<file path="src/rtl/pc_branch_unit.sv">
// PC register, NZCV status register and branch-target arithmetic
// for the multicycle LEGv8 datapath; resolves B.cond from stored flags.
module pc_branch_unit #(
    parameter int              PC_W     = 64,
    parameter logic [PC_W-1:0] RESET_PC = '0
) (
    input  logic            clock,
    input  logic            reset_n,
    input  logic [1:0]      PC_FS,
    input  logic [2:0]      k_mux,
    input  logic [31:0]     IR,
    input  logic [PC_W-1:0] pc_in,
    input  logic [3:0]      status_in,
    input  logic            status_load,
    output logic [PC_W-1:0] PC,
    output logic [PC_W-1:0] pc_plus4,
    output logic [PC_W-1:0] k_out,
    output logic [3:0]      status,
    output logic            cond_true,
    output logic            branch_taken,
    output logic            pc_fault
);

    localparam logic [PC_W-1:0] FOUR = PC_W'(4);

    localparam logic [1:0] FS_HOLD = 2'b00;
    localparam logic [1:0] FS_INC  = 2'b01;
    localparam logic [1:0] FS_LOAD = 2'b10;
    localparam logic [1:0] FS_JUMP = 2'b11;

    logic            flag_v;
    logic            flag_c;
    logic            flag_n;
    logic            flag_z;
    logic            is_bcond;
    logic            jump_taken;
    logic            misaligned;
    logic [PC_W-1:0] target;
    logic [PC_W-1:0] pc_next;

    assign flag_v = status[3];
    assign flag_c = status[2];
    assign flag_n = status[1];
    assign flag_z = status[0];

    assign pc_plus4 = PC + FOUR;
    assign target   = PC + {k_out[PC_W-3:0], 2'b00};

    assign is_bcond   = (IR[31:24] == 8'h54) && (k_mux == 3'b011);
    assign jump_taken = (PC_FS == FS_JUMP) && (!is_bcond || cond_true);
    assign misaligned = (PC_FS == FS_LOAD) && (pc_in[1:0] != 2'b00);

    // Sign-extend the immediate field chosen by k_mux.
    always_comb begin
        k_out = '0;
        case (k_mux)
            3'b010:  k_out = {{(PC_W-26){IR[25]}}, IR[25:0]};
            3'b011:  k_out = {{(PC_W-19){IR[23]}}, IR[23:5]};
            default: k_out = '0;
        endcase
    end

    // Evaluate the IR[3:0] condition against the registered flags.
    always_comb begin
        cond_true = 1'b1;
        case (IR[3:0])
            4'h0:    cond_true = flag_z;
            4'h1:    cond_true = ~flag_z;
            4'h2:    cond_true = flag_c;
            4'h3:    cond_true = ~flag_c;
            4'h4:    cond_true = flag_n;
            4'h5:    cond_true = ~flag_n;
            4'h6:    cond_true = flag_v;
            4'h7:    cond_true = ~flag_v;
            4'h8:    cond_true = flag_c & ~flag_z;
            4'h9:    cond_true = ~(flag_c & ~flag_z);
            4'hA:    cond_true = (flag_n == flag_v);
            4'hB:    cond_true = (flag_n != flag_v);
            4'hC:    cond_true = ~flag_z & (flag_n == flag_v);
            4'hD:    cond_true = ~(~flag_z & (flag_n == flag_v));
            default: cond_true = 1'b1;
        endcase
    end

    // Select the next PC; a failed B.cond falls through to PC+4.
    always_comb begin
        pc_next = PC;
        case (PC_FS)
            FS_HOLD: pc_next = PC;
            FS_INC:  pc_next = pc_plus4;
            FS_LOAD: pc_next = {pc_in[PC_W-1:2], 2'b00};
            FS_JUMP: pc_next = jump_taken ? target : pc_plus4;
            default: pc_next = PC;
        endcase
    end

    // PC, flags, taken pulse and sticky fault registers.
    always_ff @(posedge clock or negedge reset_n) begin
        if (!reset_n) begin
            PC           <= RESET_PC;
            status       <= 4'b0000;
            branch_taken <= 1'b0;
            pc_fault     <= 1'b0;
        end else begin
            PC           <= pc_next;
            branch_taken <= (PC_FS == FS_LOAD) || jump_taken;
            pc_fault     <= pc_fault | misaligned;
            if (status_load) begin
                status <= status_in;
            end
        end
    end

endmodule

</file>
<file path="config.mk">
export PLATFORM = sky130hd
export DESIGN_NAME = pc_branch_unit
export DESIGN_NICKNAME = d
export VERILOG_FILES = /design/src/rtl/pc_branch_unit.sv
export SDC_FILE = /design/constraint.sdc
export NUM_CORES = 1
export LEC_CHECK = 0
export BUFFER_PORTS_ARGS = -buffer_cell sky130_fd_sc_hd__buf_2
export CORE_ASPECT_RATIO = 0.75
export CORE_MARGIN = 5
export CORE_UTILIZATION = 54
export CTS_CLUSTER_SIZE = 28
export DETAILED_ROUTE_END_ITERATION = 8
export PLACE_DENSITY = 0.84
export SYNTH_ARGS = -nofsm -noshare
export SYNTH_HDL_FRONTEND = slang
export SYNTH_SLANG_ARGS = --single-unit
</file>
<file path="constraint.sdc">
create_clock -name clock -period 4.2 [get_ports clock]
set_input_delay 0.84 -clock clock [delete_from_list [all_inputs] [get_ports clock]]
set_output_delay 0.84 -clock clock [all_outputs]
set_load 0.02 [all_outputs]
</file>
* After elaboration in Yosys (flattened, before gate mapping)
Index checks and enable logic that the tools add are counted.
** Word-level totals
- Word-level logic and storage cells :: 49
- Input port bits :: 108
- Register bits after elaboration :: 70
- Output and inout port bits :: 199
** Operators by class
- Reduce and logical (&&, ||, !) cells :: 9
- Mux-type cells :: 4
- Eq/ne operators :: 21
- Bitwise operators :: 9
- Add/subtract/negate cells :: 2
** Operators by type and width (count)
- $pmux W64 S3 :: 1
- $pmux W64 S2 :: 1
- $add A64 B3 Y64 const B :: 1
- $add A64 B64 Y64 :: 1
- $mux W64 :: 1
- $eq A4 B4 Y1 const B :: 6
- $eq A4 B3 Y1 const B :: 4
- $pmux W1 S14 :: 1
- $eq A4 B2 Y1 const B :: 2
- $eq A8 B7 Y1 const B :: 1
- $eq A3 B2 Y1 const B :: 2
- $not A1 Y1 :: 6
- $eq A2 B2 Y1 const B :: 2
- $eq A4 B1 Y1 const B :: 1
- $logic_not A4 Y1 :: 1
- $logic_and A1 B1 Y1 :: 3
- $and A1 B1 Y1 :: 2
- $eq A2 B1 Y1 const B :: 1
- $logic_not A2 Y1 :: 1
- $logic_or A1 B1 Y1 :: 2
- $reduce_bool A2 Y1 :: 1
- $eq A1 B1 Y1 :: 1
- $logic_not A1 Y1 :: 1
- $ne A1 B1 Y1 :: 1
- $or A1 B1 Y1 :: 1

* Logic depth before layout (Yosys ltp)
Gate-level depths: netlist of the first run.
- Word-level depth :: 8
- Gate-level depth with buffers :: 17
- Mapped depth without buffers :: 15

* Worst setup path before layout of the first run
Ideal clock, no wire load.
- Kind :: input to register
- Start point :: input k_mux[0]
- End point :: register PC[52]
- Library setup time :: 0.121 ns
- Buffers on the path :: 2
- Stages on the path :: 17
- Setup slack :: -0.646 ns
- Required time :: 4.079 ns
- Arrival :: 4.724 ns
- Cells stage by stage :: buf_2 -> buf_1 -> mux2i_1 -> nor2_1 -> ha_1 -> inv_1 -> fa_1 -> nor2b_1 -> o2111a_1 -> o21ai_1 -> a2111oi_4 -> a2111oi_2 -> nor3_4 -> nand3_2 -> mux2_1 -> o21a_1 -> o22a_1
** On the way
- Elaborated cells between the ends (all ways) :: 10
- Those cells by class :: add/sub (1); eq/ne (2); mux (3); reduce/logical (4)
** RTL lines
- from (decl) :: RTL line 10 : input logic [2:0] k_mux,
- $eq A3 B2 Y1 :: RTL line 56 : case (k_mux)
- $pmux W64 S2 (*) :: RTL line 56
- net k_out[0] :: RTL line 17 : output logic [PC_W-1:0] k_out,
- $add A64 B64 Y64 (*) :: RTL line 47 : assign target = PC + {k_out[PC_W-3:0], 2'b00};
- $mux W64 (*) :: RTL line 92 : FS_JUMP: pc_next = jump_taken ? target : pc_plus4;
- $pmux W64 S3 (*) :: RTL line 88 : case (PC_FS)
- to (signal assigned) :: RTL line 105 : PC <= pc_next;
- to (decl) :: RTL line 15 : output logic [PC_W-1:0] PC,
Mark *: on every way through the listed nets, which the timed path passes. The rest lies on a longest branch.
A chain may end at the register's enable or synchronous reset.

* Final worst setup path of the first run
- Start point :: register PC[2]
- End point :: output pc_plus4[62]
** On the way
- Cells in the longest elaborated chain, start to end :: 1
** RTL lines
- $add A64 B3 Y64 :: RTL line 46 : assign pc_plus4 = PC + FOUR;
- to (decl) :: RTL line 16 : output logic [PC_W-1:0] pc_plus4,
No other way between the ends.

==> results.yml, run 1 <==
run_status:
  status: "finished, final reports clean"
yosys:
  synth_flop_cell: "dfrtp_1"
  synthDistinctLibCells: 102
  ys_top_cells_by_area: "dfrtp_1 (18%), xnor2_1 (5.9%), o21ai_0 (5.1%)"
  synth_area_um2: 9720
  synth_top_area_share_pct: 17.5
  ys_async_sr_fraction_pct: 100
  synth-edff-count: 0
  yosys_register_bits: 68
  synth_seq_area_share_pct: 17.5
  synthCells: 1351
  yosysWarnings: 0
  synth_top_cell_by_area: "dfrtp_1"
  syn_area_per_cell_um2: 7.20
route:
  drc_errors: 0
  vias_per_cell: 6.38
  first_pass_iters: 6
  vias: 12124
  drtAntennaViolNets: 0
  drt_iter0_markers: 1832
  routed_wirelength_um: 41400
  wl_per_cell_um: 21.8
global_route:
  grt_pass1_wl_um: 63300
  grt_pass1_vias: 11149
  grtUsageTotal_pct: 38.4
  grt_max_degree: 69
  grt_overflow_total: 0
  antenna_found_initial: 0
clock_tree:
  clock_path_buffers: 2
  cts_made_buffers: 9
  hold_buffers: 0
  cts.sinks: 68
  cts_max_level: 3
  clk_pin_slew_worst_paths_ns: 0.07
  cts_root_buffer: "clkbuf_16"
  cts_tree: "yes"
  clk_latency_ns: 0.36
timing:
  setup-tns-final_ns: 0
  relSlewSlack_pct: 12.2
  hold_viol: 0
  finClkSkew_ns: 0.0106
  drv_slew: 0
  post-route-period-util_pct: 99.1
  setup_viol: 0
  rsz0062_at_grt: "yes"
  tightest_slew_ns: 1.32
  fin_crit_ns: 4.16
  hold_slack_ns: 0.494
  max_freq_ghz: 0.240
setup_path:
  crit_required_ns: 3.36
  critPathMaxStageDelay_ns: 0.50
  crit_fanout: 4
  r2r_start: "status[1]"
  start_kind: "register"
  slowest_stage: "or3_4"
  rr_worst_depth: 10
  path_cells: "ha_1 > nand4_1 > or3_4 > nor4_4 > and4_4 > nand4_4 > nor4_2 > xor2_1 > buf_2"
  end_kind: "output port"
  endpoint: "pc_plus4[62]"
  startpoint: "PC[2]"
  timing.rr.end: "PC[46]"
  worstPathArrival_ns: 3.32
  r2r_slack_ns: 0.65
  crit_type: "reg2out"
cells_and_area:
  fillCellCount: 1552
  final_cell_mix: "buf_2 (301), buf_4 (129), nand2_1 (127)"
  area_delta_synth_final_pct: 25.1
  nets: 1789
  mostFrequentLayoutCell: "buf_2"
  drive_above_1_share_pct: 30.9
  final_core_util_pct: 68.9
  antenna_cells: 0
  instances_no_fill: 1901
place:
  portBuffers: 302
  dp_hpwl_um: 31900
  place.gp.congestion: 0.982
  placedCellCount: 1884
die:
  rows: 42
  die_w_um: 165
  start_util_pct: 55.1
  coreArea_um2: 17700
  ios: 307
  dieArea_um2: 20800
  die_h_um: 126
min_path:
  hold_path_class: "reg2reg"
power_and_ir_drop:
  power.leakage_nw: 5.52
  power_w: 0.00422
  ir_drop_uv: 249
  powerDensity_nw_per_um2: 347
job:
  max-cap-violations: 0
[state kept, by name, summed over array words and instances, names as in the netlist]
name          count
PC               62
status            4
pc_fault          1
branch_taken      1
[final cells by class]
class	instances	area, um^2	share of cell area (%)
tap	242	303	2.49
sequential	68	1700	14.0
inverter	51	191	1.57
multi-input combinational	1090	7110	58.4
clock inverter	6	63.8	0.525
timing repair buffer	434	2550	21.0
clock buffer	10	239	1.97
[cell families (layout without fill, tap and decap cells)]
group           Yosys count  in the layout  share of synthesized area (%)
mux                      38             38                           4.00
simple gates            520            520                           28.0
xor+xnor                112            112                           10.2
other cells               1              4                         0.0386
buf+inv                 196            501                           10.5
compound gates          389            389                           26.2
fa+ha+maj                27             27                           3.55
flops                    68             68                           17.5
[metrics by stage]
step / worst slack, ns / instance area, um^2
2_1_floorplan: -0.0951 / 9840
3_3_place_gp: -0.194 / 11800
3_5_place_dp: -0.154 / 11800
4_1_cts: 0.00349 / 12100
5_1_grt: -0.0805 / 12200
6_report: 0.0373 / 12200
[synthesized netlist by cell type, types with 5 or more instances]
cell type,count
a211oi_1,14
a21o_1,11
a21oi_1,92
a221oi_1,8
a22o_1,5
a22oi_1,23
a2bb2oi_1,10
a31oi_1,13
and2_1,6
and3_1,11
and4_1,5
buf_1,6
buf_2,19
buf_4,48
buf_6,5
clkbuf_1,59
dfrtp_1,68
ha_1,26
inv_1,48
mux2_2,6
mux2i_1,31
nand2_1,127
nand2b_1,12
nand3_1,59
nand3b_1,5
nand4_1,23
nor2_1,130
nor2b_1,16
nor3_1,36
nor3b_1,5
nor4_1,21
o211ai_1,26
o21a_1,11
o21ai_0,99
o22ai_1,19
or3_1,13
or4_1,8
xnor2_1,65
xor2_1,46
[critical path: cells and delay by family, from the launching register on]
| kind | cells | cell delay (ns) |
|---|---|---|
| and+or+nand+nor | 6 | 1.92 |
| DFF | 1 | 0.36 |
| adders and majority gates | 1 | 0.25 |
| xor gates and xnor gates | 1 | 0.21 |
| buffers and inverters | 1 | 0.20 |
[where the power goes]
| part | switching [W] | total (W) | internal (W) |
|---|---|---|---|
| Combinational | 0.00146 | 0.00234 | 0.000872 |
| Sequential | 0.000276 | 0.00104 | 0.000769 |
| Clock | 0.000360 | 0.000836 | 0.000476 |
[worst min path at each step]
stage	cells after the start	slack, ns	start	to
global placement	1	0.45	pc_fault	pc_fault
global route	1	0.53	pc_fault	pc_fault
CTS	1	0.50	pc_fault	pc_fault
floorplan	0	0.54	reset_n	PC[10]
detailed placement	1	0.48	pc_fault	pc_fault
finish	1	0.49	pc_fault	pc_fault
[metal layers]
layer / global-route usage, % / up-vias / wire [um]
li1: - / 5470 / -
met4: 11.5 / 0 / 1130
met2: 55.1 / 872 / 17300
met5: 0 / - / 0
met1: 56.9 / 5693 / 17500
met3: 9.21 / 89 / 5470
[what timing repair did]
action,4_1_cts,5_1_grt
resized for setup,0,6
buffers inserted,0,1
setup endpoints to repair,0,8
Power figures use the tool's default switching activity.
==> run 2: changes to the inputs <==
--- a/config.mk
+++ b/config.mk
@@ -8,10 +8,10 @@
 export BUFFER_PORTS_ARGS = -buffer_cell sky130_fd_sc_hd__buf_2
 export CORE_ASPECT_RATIO = 0.75
 export CORE_MARGIN = 5
-export CORE_UTILIZATION = 54
+export CORE_UTILIZATION = 58
 export CTS_CLUSTER_SIZE = 28
 export DETAILED_ROUTE_END_ITERATION = 8
-export PLACE_DENSITY = 0.84
+export PLACE_DENSITY = 0.89
 export SYNTH_ARGS = -nofsm -noshare
 export SYNTH_HDL_FRONTEND = slang
 export SYNTH_SLANG_ARGS = --single-unit
==> constraint.sdc (replaced) <==
create_clock -name clock -period 4.88 [get_ports clock]
set_input_delay 0.976 -clock clock [delete_from_list [all_inputs] [get_ports clock]]
set_output_delay 0.976 -clock clock [all_outputs]
set_load 0.02 [all_outputs]
==> run 2 against run 1 <==
  * Critical endpoint unchanged
  * Highest routed layer unchanged
  * Final area is 6.7% lower
  * Cell count is 6.0% lower
  * Clock power is 8.1% lower
  * Sequential share of layout area is 1.0 points higher
  * Core utilization is 0.62 points lower
  * Register-to-register slack better by 0.48 ns
  * Setup slack better by 0.22 ns
  * Sequential power is 8% lower
  * First-iteration DRC count is 5.6% higher
==> results.yml, run 2 (synthesis results as in run 1) <==
run_status:
  status: "finished, final reports clean"
clock_tree:
  hold_buffers: 0
  cts_root_buffer: "clkbuf_16"
  cts_max_level: 3
  post-cts-setup-buffers: 0
  clock_path_buffers: 2
  cts.sinks: 68
  cts_resized: 0
  clk_pin_slew_worst_paths_ns: 0.07
  cts_tree: "yes"
  cts_made_buffers: 9
  clk_latency_ns: 0.36
setup_path:
  worstPathArrival_ns: 3.64
  startpoint: "PC[3]"
  timing.rr.end: "PC[49]"
  end_kind: "output port"
  rr_worst_depth: 11
  crit_type: "reg2out"
  path_cells: "ha_1 > nand4_1 > or3_4 > nor4_4 > and4_1 > nand4_4 > nor4_2 > xor2_1 > buf_2"
  crit_required_ns: 3.90
  r2r_start: "PC[7]"
  critPathTopFamily: "simple AND/OR/NAND/NOR gates"
  start_kind: "register"
  r2r_slack_ns: 1.13
  critPathMaxStageDelay_ns: 0.52
  critical_path_depth: 9
  endpoint: "pc_plus4[62]"
  slowest_stage: "or3_4"
  cp_num_buf_inv: 1
  crit_fanout: 6
die:
  die_w_um: 160
  coreArea_um2: 16600
  rows: 41
  dieArea_um2: 19500
  start_util_pct: 58.5
  die_h_um: 122
  ios: 307
place:
  portBuffers: 302
  placed_cell_area_um2: 11000
  dp_hpwl_um: 30500
  place.gp.congestion: 1.03
min_path:
  hold_path_class: "reg2reg"
cells_and_area:
  drive_above_1_share_pct: 26.0
  area_delta_synth_final_pct: 16.7
  design_area_um2: 11300
  fillCellCount: 1447
  final_cell_mix: "buf_2 (301), nor2_1 (130), nand2_1 (127)"
  mostFrequentLayoutCell: "buf_2"
  nets: 1701
  reg.largest.list: "PC (62), status (4)"
  regMostFlops: "PC"
  largest_register_ffs: 62
  antenna_cells: 0
power_and_ir_drop:
  ir_drop_uv: 208
  power_w: 0.00351
  power.leakage_nw: 5.06
  powerDensity_nw_per_um2: 309
timing:
  rsz0062_at_grt: "no"
  max_freq_ghz: 0.217
  finClkSkew_ns: 0.00644
  fin_crit_ns: 4.62
  setup-tns-final_ns: 0
  hold_viol: 0
  post-route-period-util_pct: 94.6
  drv_slew: 0
  relSlewSlack_pct: 23.3
  setup_viol: 0
  tightest_slew_ns: 1.15
job:
  max-cap-violations: 0
route:
  vias: 11791
  drtAntennaViolNets: 0
  vias_per_cell: 6.60
  first_pass_iters: 6
  drt_iter0_markers: 1934
  routed_wirelength_um: 39800
  wl_per_cell_um: 22.3
  drc_errors: 0
global_route:
  grt_pass1_wl_um: 60700
  antenna_found_initial: 0
  grt_max_degree: 79
  grt_pass1_vias: 10705
  grt_overflow_total: 0
  grtUsageTotal_pct: 38.9
==> run 2: final cells by class <==
type | instances | area, um^2 | share of cell area (%)
Clock buffer | 9 | 225 | 1.99
Clock inverter | 7 | 105 | 0.926
Sequential cell | 68 | 1700 | 15.0
Multi-Input combinational cell | 1090 | 7010 | 61.8
Timing Repair Buffer | 346 | 1840 | 16.3
Tap cell | 215 | 269 | 2.37
Inverter | 51 | 191 | 1.69
==> run 2: worst register-to-register path: stages, from the launching register on <==
cell and delay [ns]:
dfrtp_1 0.52, ha_1 0.44, o21ai_0 0.13, o21ai_0 0.41, and2_1 0.27, a21oi_1 0.12
o21ai_0 0.45, o211ai_1 0.20, a21boi_0 0.44, mux2i_1 0.37, xnor2_1 0.16, a22oi_1 0.11
==> run 2: metrics by stage <==
step | util (%) | cells | setup WS (ns) | hold slack [ns]
3_3_place_gp | 66.3 | 1770 | 0.287 | 0.457
6_report | 68.3 | 1786 | 0.262 | 0.501
2_1_floorplan | - | 1354 | 0.0551 | 0.592
3_5_place_dp | 66.3 | 1770 | 0.168 | 0.477
4_1_cts | 68.3 | 1786 | 0.389 | 0.499
5_1_grt | 68.3 | 1786 | 0.0254 | 0.520
==> run 2: worst min-delay path by stage <==
stage | from | end | slack [ns] | depth (start not counted)
after floorplan | pc_fault | pc_fault | 0.59 | 1
after global placement | pc_fault | pc_fault | 0.46 | 1
after detailed placement | pc_fault | pc_fault | 0.48 | 1
after CTS | pc_fault | pc_fault | 0.50 | 1
after global routing | pc_fault | pc_fault | 0.52 | 1
final | pc_fault | pc_fault | 0.50 | 1
==> run 2: routing by layer <==
layer	GRT usage, %	wire length, um	up-vias
met1	54.3	16000	5432
met5	0	0	-
met3	12.4	5800	108
met4	11.2	1210	0
li1	-	-	5312
met2	57.8	16700	939
==> run 2: power breakdown <==
part           leakage, nW  switching, W  internal, W
Combinational         4.11       0.00115     0.000634
Sequential           0.795      0.000299     0.000661
Clock                0.159      0.000311     0.000456
Total                 5.06       0.00176      0.00175
==> run 3: changes to the inputs <==
--- a/config.mk
+++ b/config.mk
@@ -8,10 +8,10 @@
 export BUFFER_PORTS_ARGS = -buffer_cell sky130_fd_sc_hd__buf_2
 export CORE_ASPECT_RATIO = 0.75
 export CORE_MARGIN = 5
-export CORE_UTILIZATION = 58
+export CORE_UTILIZATION = 50
 export CTS_CLUSTER_SIZE = 28
 export DETAILED_ROUTE_END_ITERATION = 8
-export PLACE_DENSITY = 0.89
+export PLACE_DENSITY_LB_ADDON = 0.3
 export SYNTH_ARGS = -nofsm -noshare
 export SYNTH_HDL_FRONTEND = slang
 export SYNTH_SLANG_ARGS = --single-unit
==> run 3 against run 2 <==
  * Core utilization is 8.4 points lower
  * Count of clock-buffer cells in the layout unchanged
  * Critical path type unchanged
  * Hold slack got worse by 0.016 ns
  * Highest routed layer unchanged
  * Fmax is 0.50% higher
  * Critical endpoint is now pc_plus4[58]
  * Via count is 1.5% lower
  * Largest cell class unchanged
  * Non-clock buffer count up 14
  * Register-to-register slack improved by 0.09 ns
  * Sequential cell count unchanged
  * Sequential share of layout area shrank 0.21 points
==> results.yml, run 3 (synthesis results as in run 1) <==
setup_path:
  worstPathArrival_ns: 3.62
  critPathTopFamily: "simple AND/OR/NAND/NOR gates"
  timing.rr.end: "PC[52]"
  crit_fanout: 6
  crit_type: "reg2out"
  critical_path_depth: 9
  end_kind: "output port"
  r2r_start: "PC[2]"
  cp_num_buf_inv: 1
  r2r_slack_ns: 1.22
  path_cells: "ha_1 > nand4_1 > or3_4 > nor4_4 > and4_1 > nand4_4 > nor2_1 > xor2_1 > buf_2"
  critPathMaxStageDelay_ns: 0.53
  slowest_stage: "or3_4"
  crit_required_ns: 3.90
  start_kind: "register"
  rr_worst_depth: 14
timing:
  drv_slew: 0
  rsz0062_at_grt: "no"
  hold_slack_ns: 0.486
  setup-tns-final_ns: 0
  max_freq_ghz: 0.218
  tightest_slew_ns: 1.22
  relSlewSlack_pct: 18.4
  fin_crit_ns: 4.60
  finClkSkew_ns: 0.0145
  setup_viol: 0
  hold_viol: 0
  post-route-period-util_pct: 94.2
min_path:
  hold_end: "pc_fault"
  hold_path_class: "reg2reg"
  hold_path_depth: 1
  hp-start: "pc_fault"
clock_tree:
  cts.sinks: 68
  cts_root_buffer: "clkbuf_16"
  cts_tree: "yes"
  cts_max_level: 3
  post-cts-setup-buffers: 0
  cts_resized: 0
  cts_made_buffers: 9
  hold_buffers: 0
  clk_pin_slew_worst_paths_ns: 0.07
  clk_latency_ns: 0.35
  clock_path_buffers: 2
global_route:
  grt_pass1_wl_um: 62600
  grt_max_degree: 57
  grtUsageTotal_pct: 36.1
  grt_pass1_vias: 10661
  antenna_found_initial: 1
  grt_overflow_total: 0
cells_and_area:
  fillCellCount: 1808
  multi_input_area_um2: 7010
  nets: 1715
  area_delta_synth_final_pct: 18.3
  regMostFlops: "PC"
  reg.largest.list: "PC (62), status (4)"
  final_cell_mix: "buf_2 (301), nor2_1 (130), nand2_1 (127)"
  largest_register_ffs: 62
  instances_no_fill: 1839
  final_core_util_pct: 59.9
  seqCellArea_um2: 1700
  drive_above_1_share_pct: 26.7
  mostFrequentLayoutCell: "buf_2"
place:
  placedCellCount: 1822
  dp_hpwl_um: 32700
  portBuffers: 302
  place.gp.congestion: 1.04
power_and_ir_drop:
  powerDensity_nw_per_um2: 308
  ir_drop_uv: 206
  power.leakage_nw: 5.13
  power_w: 0.00354
die:
  ios: 307
  rows: 44
  start_util_pct: 50.6
  coreArea_um2: 19200
  die_w_um: 171
  dieArea_um2: 22400
  die_h_um: 131
route:
  vias: 11614
  first_pass_iters: 6
  drc_errors: 0
  routed_wirelength_um: 42200
  drt_iter0_markers: 1337
  drtAntennaViolNets: 0
  vias_per_cell: 6.32
  wl_per_cell_um: 23.0
run_status:
  status: "finished, final reports clean"
job:
  max-cap-violations: 0
-- run 3: area by class of cell --
class | instances | area share (%)
flip-flops and latches | 68 | 14.8
repair buffers | 360 | 17.1
inverters | 51 | 1.66
well taps | 253 | 2.75
diodes | 1 | 0.0217
multi-input cells | 1090 | 60.9
clock inverters | 7 | 0.859
clock buffers | 9 | 1.96
-- run 3: how the worst max path moves through the flow --
stage	startpoint	end	slack (ns)
2_1_floorplan	k_mux[0]	PC[52]	0.06
3_3_place_gp	k_mux[0]	PC[39]	0.1
3_5_place_dp	k_mux[0]	PC[50]	0.15
4_1_cts	PC[3]	pc_plus4[62]	0.37
5_1_grt	k_mux[0]	PC[63]	0.16
6_report	PC[3]	pc_plus4[58]	0.28
-- run 3: stage by stage --
| step | setup WS (ns) | instance area, um^2 |
|---|---|---|
| final | 0.285 | 11500 |
| after global routing | 0.165 | 11500 |
| after CTS | 0.372 | 11500 |
| after detailed placement | 0.146 | 11200 |
| after global placement | 0.0982 | 11200 |
| after floorplan | 0.0551 | 9740 |
-- run 3: per-layer routing --
metal | up-vias | share of wire, % | track usage, %
met5 | - | 0 | 0
met4 | 0 | 2.8 | 10.9
met3 | 89 | 13 | 10.9
met2 | 736 | 41 | 50.9
met1 | 5461 | 44 | 53.0
li1 | 5328 | - | -
-- run 3: report_power, final --
group	switching (W)	total, W	internal [W]
Combinational	0.00117	0.00181	0.000643
Clock	0.000320	0.000772	0.000452
Sequential	0.000293	0.000954	0.000661
Total	0.00178	0.00354	0.00176
